--- src/rtl/regfile_hilo_if.sv ---
// Write-back, read-port and HI/LO signal bundle for the register file.
interface regfile_hilo_if #(
  parameter int WIDTH  = 32,
  parameter int ADDR_W = 5
);
  logic              we;
  logic [ADDR_W-1:0] waddr;
  logic [WIDTH-1:0]  wdata;
  logic              hilo_we;
  logic [WIDTH-1:0]  hi_in;
  logic [WIDTH-1:0]  lo_in;
  logic              re1;
  logic [ADDR_W-1:0] raddr1;
  logic [WIDTH-1:0]  rdata1;
  logic              re2;
  logic [ADDR_W-1:0] raddr2;
  logic [WIDTH-1:0]  rdata2;
  logic [WIDTH-1:0]  hi_out;
  logic [WIDTH-1:0]  lo_out;

  modport master (
    output we, waddr, wdata, hilo_we, hi_in, lo_in,
    output re1, raddr1, re2, raddr2,
    input  rdata1, rdata2, hi_out, lo_out
  );

  modport slave (
    input  we, waddr, wdata, hilo_we, hi_in, lo_in,
    input  re1, raddr1, re2, raddr2,
    output rdata1, rdata2, hi_out, lo_out
  );
endinterface

--- src/rtl/regfile_hilo.sv ---
// Two-read/one-write register file with HI/LO pair; combinational reads with
// same-cycle write-through bypass, register 0 hard-wired to zero.
module regfile_hilo #(
  parameter int WIDTH  = 32,
  parameter int ADDR_W = 5
) (
  input  logic           clk,
  input  logic           rst,
  regfile_hilo_if.slave  bus
);
  localparam int NREGS = 2 ** ADDR_W;

  logic [WIDTH-1:0] r_regs [NREGS];
  logic [WIDTH-1:0] r_hi;
  logic [WIDTH-1:0] r_lo;

  logic             w_wr_valid;
  assign w_wr_valid = bus.we && (bus.waddr != '0);

  // One write-decoded register per address; slot 0 never matches w_wr_valid.
  generate
    for (genvar gi = 0; gi < NREGS; gi++) begin : g_reg
      always_ff @(posedge clk) begin
        if (rst) begin
          r_regs[gi] <= '0;
        end else if (w_wr_valid && (bus.waddr == ADDR_W'(gi))) begin
          r_regs[gi] <= bus.wdata;
        end
      end
    end
  endgenerate

  always_ff @(posedge clk) begin
    if (rst) begin
      r_hi <= '0;
      r_lo <= '0;
    end else if (bus.hilo_we) begin
      r_hi <= bus.hi_in;
      r_lo <= bus.lo_in;
    end
  end

  always_comb begin
    bus.rdata1 = '0;
    if (!rst && bus.re1 && (bus.raddr1 != '0)) begin
      if (bus.we && (bus.waddr == bus.raddr1)) begin
        bus.rdata1 = bus.wdata;
      end else begin
        bus.rdata1 = r_regs[bus.raddr1];
      end
    end
  end

  always_comb begin
    bus.rdata2 = '0;
    if (!rst && bus.re2 && (bus.raddr2 != '0)) begin
      if (bus.we && (bus.waddr == bus.raddr2)) begin
        bus.rdata2 = bus.wdata;
      end else begin
        bus.rdata2 = r_regs[bus.raddr2];
      end
    end
  end

  always_comb begin
    bus.hi_out = '0;
    bus.lo_out = '0;
    if (!rst) begin
      if (bus.hilo_we) begin
        bus.hi_out = bus.hi_in;
        bus.lo_out = bus.lo_in;
      end else begin
        bus.hi_out = r_hi;
        bus.lo_out = r_lo;
      end
    end
  end
endmodule

--- src/flat_wrapper.sv ---
// flat-port wrapper written by rule: the top's interface ports become plain ports
module regfile_hilo_flat 
#(
  parameter int WIDTH  = 32,
  parameter int ADDR_W = 5
)
  (clk, rst, bus_we, bus_waddr, bus_wdata, bus_hilo_we, bus_hi_in, bus_lo_in, bus_re1, bus_raddr1, bus_re2, bus_raddr2, bus_rdata1, bus_rdata2, bus_hi_out, bus_lo_out);
  regfile_hilo_if #(.WIDTH(WIDTH), .ADDR_W(ADDR_W)) bus_i ();
  input  logic clk;
  input  logic rst;
  input wire logic [$bits(bus_i.we)-1:0] bus_we;
  input wire logic [$bits(bus_i.waddr)-1:0] bus_waddr;
  input wire logic [$bits(bus_i.wdata)-1:0] bus_wdata;
  input wire logic [$bits(bus_i.hilo_we)-1:0] bus_hilo_we;
  input wire logic [$bits(bus_i.hi_in)-1:0] bus_hi_in;
  input wire logic [$bits(bus_i.lo_in)-1:0] bus_lo_in;
  input wire logic [$bits(bus_i.re1)-1:0] bus_re1;
  input wire logic [$bits(bus_i.raddr1)-1:0] bus_raddr1;
  input wire logic [$bits(bus_i.re2)-1:0] bus_re2;
  input wire logic [$bits(bus_i.raddr2)-1:0] bus_raddr2;
  output wire logic [$bits(bus_i.rdata1)-1:0] bus_rdata1;
  output wire logic [$bits(bus_i.rdata2)-1:0] bus_rdata2;
  output wire logic [$bits(bus_i.hi_out)-1:0] bus_hi_out;
  output wire logic [$bits(bus_i.lo_out)-1:0] bus_lo_out;
  assign bus_i.we = bus_we;
  assign bus_i.waddr = bus_waddr;
  assign bus_i.wdata = bus_wdata;
  assign bus_i.hilo_we = bus_hilo_we;
  assign bus_i.hi_in = bus_hi_in;
  assign bus_i.lo_in = bus_lo_in;
  assign bus_i.re1 = bus_re1;
  assign bus_i.raddr1 = bus_raddr1;
  assign bus_i.re2 = bus_re2;
  assign bus_i.raddr2 = bus_raddr2;
  assign bus_rdata1 = bus_i.rdata1;
  assign bus_rdata2 = bus_i.rdata2;
  assign bus_hi_out = bus_i.hi_out;
  assign bus_lo_out = bus_i.lo_out;
  regfile_hilo #(.WIDTH(WIDTH), .ADDR_W(ADDR_W)) u_core (.clk(clk), .rst(rst), .bus(bus_i));
endmodule
--- config.mk ---
export PLATFORM = sky130hd
export DESIGN_NAME = regfile_hilo_flat
export DESIGN_NICKNAME = d
export VERILOG_FILES = /design/src/rtl/regfile_hilo_if.sv /design/src/rtl/regfile_hilo.sv /design/src/flat_wrapper.sv
export SDC_FILE = /design/constraint.sdc
export NUM_CORES = 2
export LEC_CHECK = 0
export ABC_AREA = 1
export BUFFER_PORTS_ARGS = -buffer_cell sky130_fd_sc_hd__buf_2
export CELL_PAD_IN_SITES_DETAIL_PLACEMENT = 0
export CELL_PAD_IN_SITES_GLOBAL_PLACEMENT = 2
export CORE_ASPECT_RATIO = 1.75
export CORE_UTILIZATION = 33
export DETAILED_ROUTE_END_ITERATION = 10
export PLACE_DENSITY_LB_ADDON = 0.05
export SYNTH_ARGS = -nofsm -noshare
export SYNTH_HDL_FRONTEND = slang
export SYNTH_SLANG_ARGS = --single-unit
--- constraint.sdc ---
create_clock -name clk -period 3.7 [get_ports clk]
set_input_delay 0.74 -clock clk [delete_from_list [all_inputs] [get_ports clk]]
set_output_delay 0.74 -clock clk [all_outputs]
set_load 0.03 [all_outputs]
==> impl_metrics.py <==
metrics = {
    "worst_setup_path": {
        "start_kind": "primary input",
        "path_buf_inv": 5,
        "crit_arrival_ns": 2.79,
        "r2r-start": "u_core.r_lo[30]$_DFF_P_",
        "critPathCaptureType": "output pin",
        "cp_slowest_stage_delay_ns": 0.33,
        "critical-path-top-delay-family": "buffers and inverters",
        "crit_type": "primary input to output pin",
        "crit_chain": "buf_8 -> inv_8 -> buf_12 -> buf_12 -> nand2_1 -> nand3_1 -> nand2_1 -> nor2_1 -> nand2_1 -> nand3_1 -> nand2_1 -> a21oi_1 -> buf_2",
        "cp_max_fo": 32,
        "reg2reg_depth": 2,
        "crit_start": "bus_raddr2[0]",
        "cp_common_cell": "nand2_1",
        "worst_path_max_delay_cell": "a21oi_1",
        "crit_required_ns": 2.96,
        "cp_num_cells": 13,
    },
    "placed_design": {
        "port_buffers": 244,
        "globalplace.congestion": 0.863,
        "hpwl_um": 195000,
        "dpl_worst_slack_ns": 0.0973,
        "dp_cells": 10800,
    },
    "die": {
        "ios": 245,
        "initial_core_util_pct": 33.3,
        "die_width_um": 329,
        "coreArea_um2": 186000,
        "fp-row-count": 209,
        "die-area_um2": 189000,
        "die_y_um": 575,
    },
    "hold_path": {
        "hp-start": "bus_hi_in[31]",
        "hold_class": "primary input to flop",
        "min_path_cells": 3,
    },
    "finish": {
        "fill_cells": 19400,
        "nets": 8656,
        "fin_cells": 11100,
        "syn_to_final_growth_pct": 16.2,
        "layout-drive-gt1-share_pct": 10.1,
        "seq_area_um2": 32000,
        "multiInputGateArea_um2": 24800,
    },
    "outcome": {
        "violations": "design-rule violations",
        "status": "finished with violations",
    },
    "sta": {
        "period_needed_ns": 3.53,
        "setup_slack_ns": 0.174,
        "worst_pin_slew_ns": 1.31,
        "final_max_slew_viol_count": 0,
        "rsz0062_at_grt": "false",
        "skew_ns": 0,
        "slew_headroom_pct": 12.8,
        "period_share_pct": 95.3,
        "setup_viol": 0,
        "finalHoldViolations": 0,
        "finalSetupTns_ns": 0,
        "fmax_ghz": 0.284,
    },
    "power": {
        "power_density_nw_per_um2": 449,
        "ir_drop_mv": 0.395,
        "leakage_nw": 32.3,
    },
    "clocking": {
        "cts_sinks": 1088,
        "clock_latency_ns": 0.74,
        "clk_pin_slew_worst_paths_ns": 0.06,
        "htreeDepth": 3,
        "tritoncts": "yes",
        "cts_hold_buf": 0,
        "cts_buffers": 117,
        "cts.path.max_buffers": 3,
        "clock-root-buffer": "clkbuf_16",
    },
    "synthesis": {
        "ys_warn_count": 0,
        "synth_seq_cells": 1088,
        "synth_edf_count": 1024,
        "syn_inst": 8435,
        "ys_types": 21,
        "synth_area_um2": 61800,
        "syn_avg_cell_area_um2": 7.33,
        "yosys_most_used_dff": "edfxtp_1",
        "synthArstFlopShare_pct": 0,
        "yosysSeqAreaShare_pct": 51.8,
    },
    "drt": {
        "drt-total-wl_um": 303000,
        "via_per_inst": 5.24,
        "drc": 28,
        "vias": 58000,
        "firstDrtPassIters": 9,
        "drt-initial-drc-count": 5498,
        "wl_per_cell_um": 27.3,
        "ant_nets": 0,
    },
    "global_route": {
        "grt_overflow": 0,
        "grt_pass1_wl_um": 423000,
        "grt_busiest_layer": "met2",
        "grt_util_met2_pct": 55.7,
        "grt_max_degree": 78,
        "use_met3_pct": 4.59,
        "grt_pass1_vias": 56400,
        "antenna_found_initial": 10,
        "use_met1_pct": 36.7,
        "grt_usage_pct": 31.6,
    },
    "job": {
        "drv_cap": 0,
    },
}
==> worst reg2reg max path, cell delays in order, from the launching register on <==
cell and delay (ns):
dfxtp_1 0.29, o21ai_0 0.15, nor2_1 0.08
==> cells in the final DEF, fill, tap and decap left out, drive strengths merged <==
cell type and n:
dfxtp 64, clkinvlp 6, diode 6, nand3 1186
o22ai 6, a21oi 66, clkbuf 137, edfxtp 1024
buf 599, conb 32, nand4 3, nand2 2663
nor2 1918, bufinv 20, inv 712, o21ai 147
clkinv 61
==> final timing paths <==
check	to	slack [ns]
max	bus_rdata2[24]	0.17
min reg2reg	u_core.r_hi[18]$_DFF_P_	0.51
max reg2reg	u_core.r_lo[30]$_DFF_P_	3.06
min	u_core.r_hi[31]$_DFF_P_	0.25
==> metal layers <==
metal,vias to the layer above,wire [um]
li1,26800,-
met2,2439,152000
met5,-,31
met1,28100,113000
met4,6,18100
met3,667,19500
==> power breakdown <==
group	switching [mW]	leakage, nW	internal (mW)
logic	3.75	20.1	1.33
registers	0.246	10.3	14.1
clock network	5.49	1.96	7.30
total	9.48	32.3	22.8
==> Yosys cell counts (3+ instances only) <==
master	n	area [um2]
dfxtp_1	64	1280
nand3_1	1184	5930
o21ai_0	147	736
inv_2	16	60.1
o22ai_1	6	37.5
buf_2	275	1380
nor2_1	1915	7190
buf_1	39	146
nor2_2	3	18.8
clkbuf_1	311	1170
inv_1	693	2600
edfxtp_1	1024	30700
a21oi_1	66	330
nand4_1	3	18.8
nand2_1	2662	9990
buf_4	20	150
==> through the flow <==
| stage | util [%] | hold slack (ns) | total power [mW] | area (um2) |
|---|---|---|---|---|
| final | 38.7 | 0.249 | 32.3 | 71800 |
| after floorplan | - | 0.636 | 17.4 | 61900 |
| after global routing | 38.7 | 0.233 | 33.3 | 71800 |
| after CTS | 38.7 | 0.190 | 32.5 | 71800 |
| after global placement | 36.5 | 0.482 | 19.7 | 67800 |
| after detailed placement | 36.5 | 0.489 | 19.7 | 67800 |
==> timing repair <==
item / 4_1_cts / 5_1_grt
gates resized for setup: 0 / 3
setup endpoints to repair: 0 / 2
buffers inserted: 0 / 0
==> state kept, by name, summed over array words and instances (netlist names) <==
name	count
u_core.r_lo	32
u_core.r_regs	1024
u_core.r_hi	32
==> kinds of logic (layout without fill, tap and decap cells) <==
family / after synthesis / in the layout / share of synthesized area (%)
compound gates: 219 / 219 / 1.78
buf+inv: 1357 / 1535 / 8.93
flops: 1088 / 1088 / 51.8
other cells: 1 / 38 / 0.00606
simple gates: 5770 / 5770 / 37.5
==> area by class of cell <==
type                       count  share of cell area, %
timing repair buffer         602                   7.30
sequential                  1088                   44.6
antenna                        6                 0.0209
clock inverter                90                   1.34
multi-input combinational   6021                   34.5
clock buffer                 134                   4.25
tap                         2426                   4.23
inverter                     709                   3.75
Note: power is estimated with default switching activity, not from simulation.
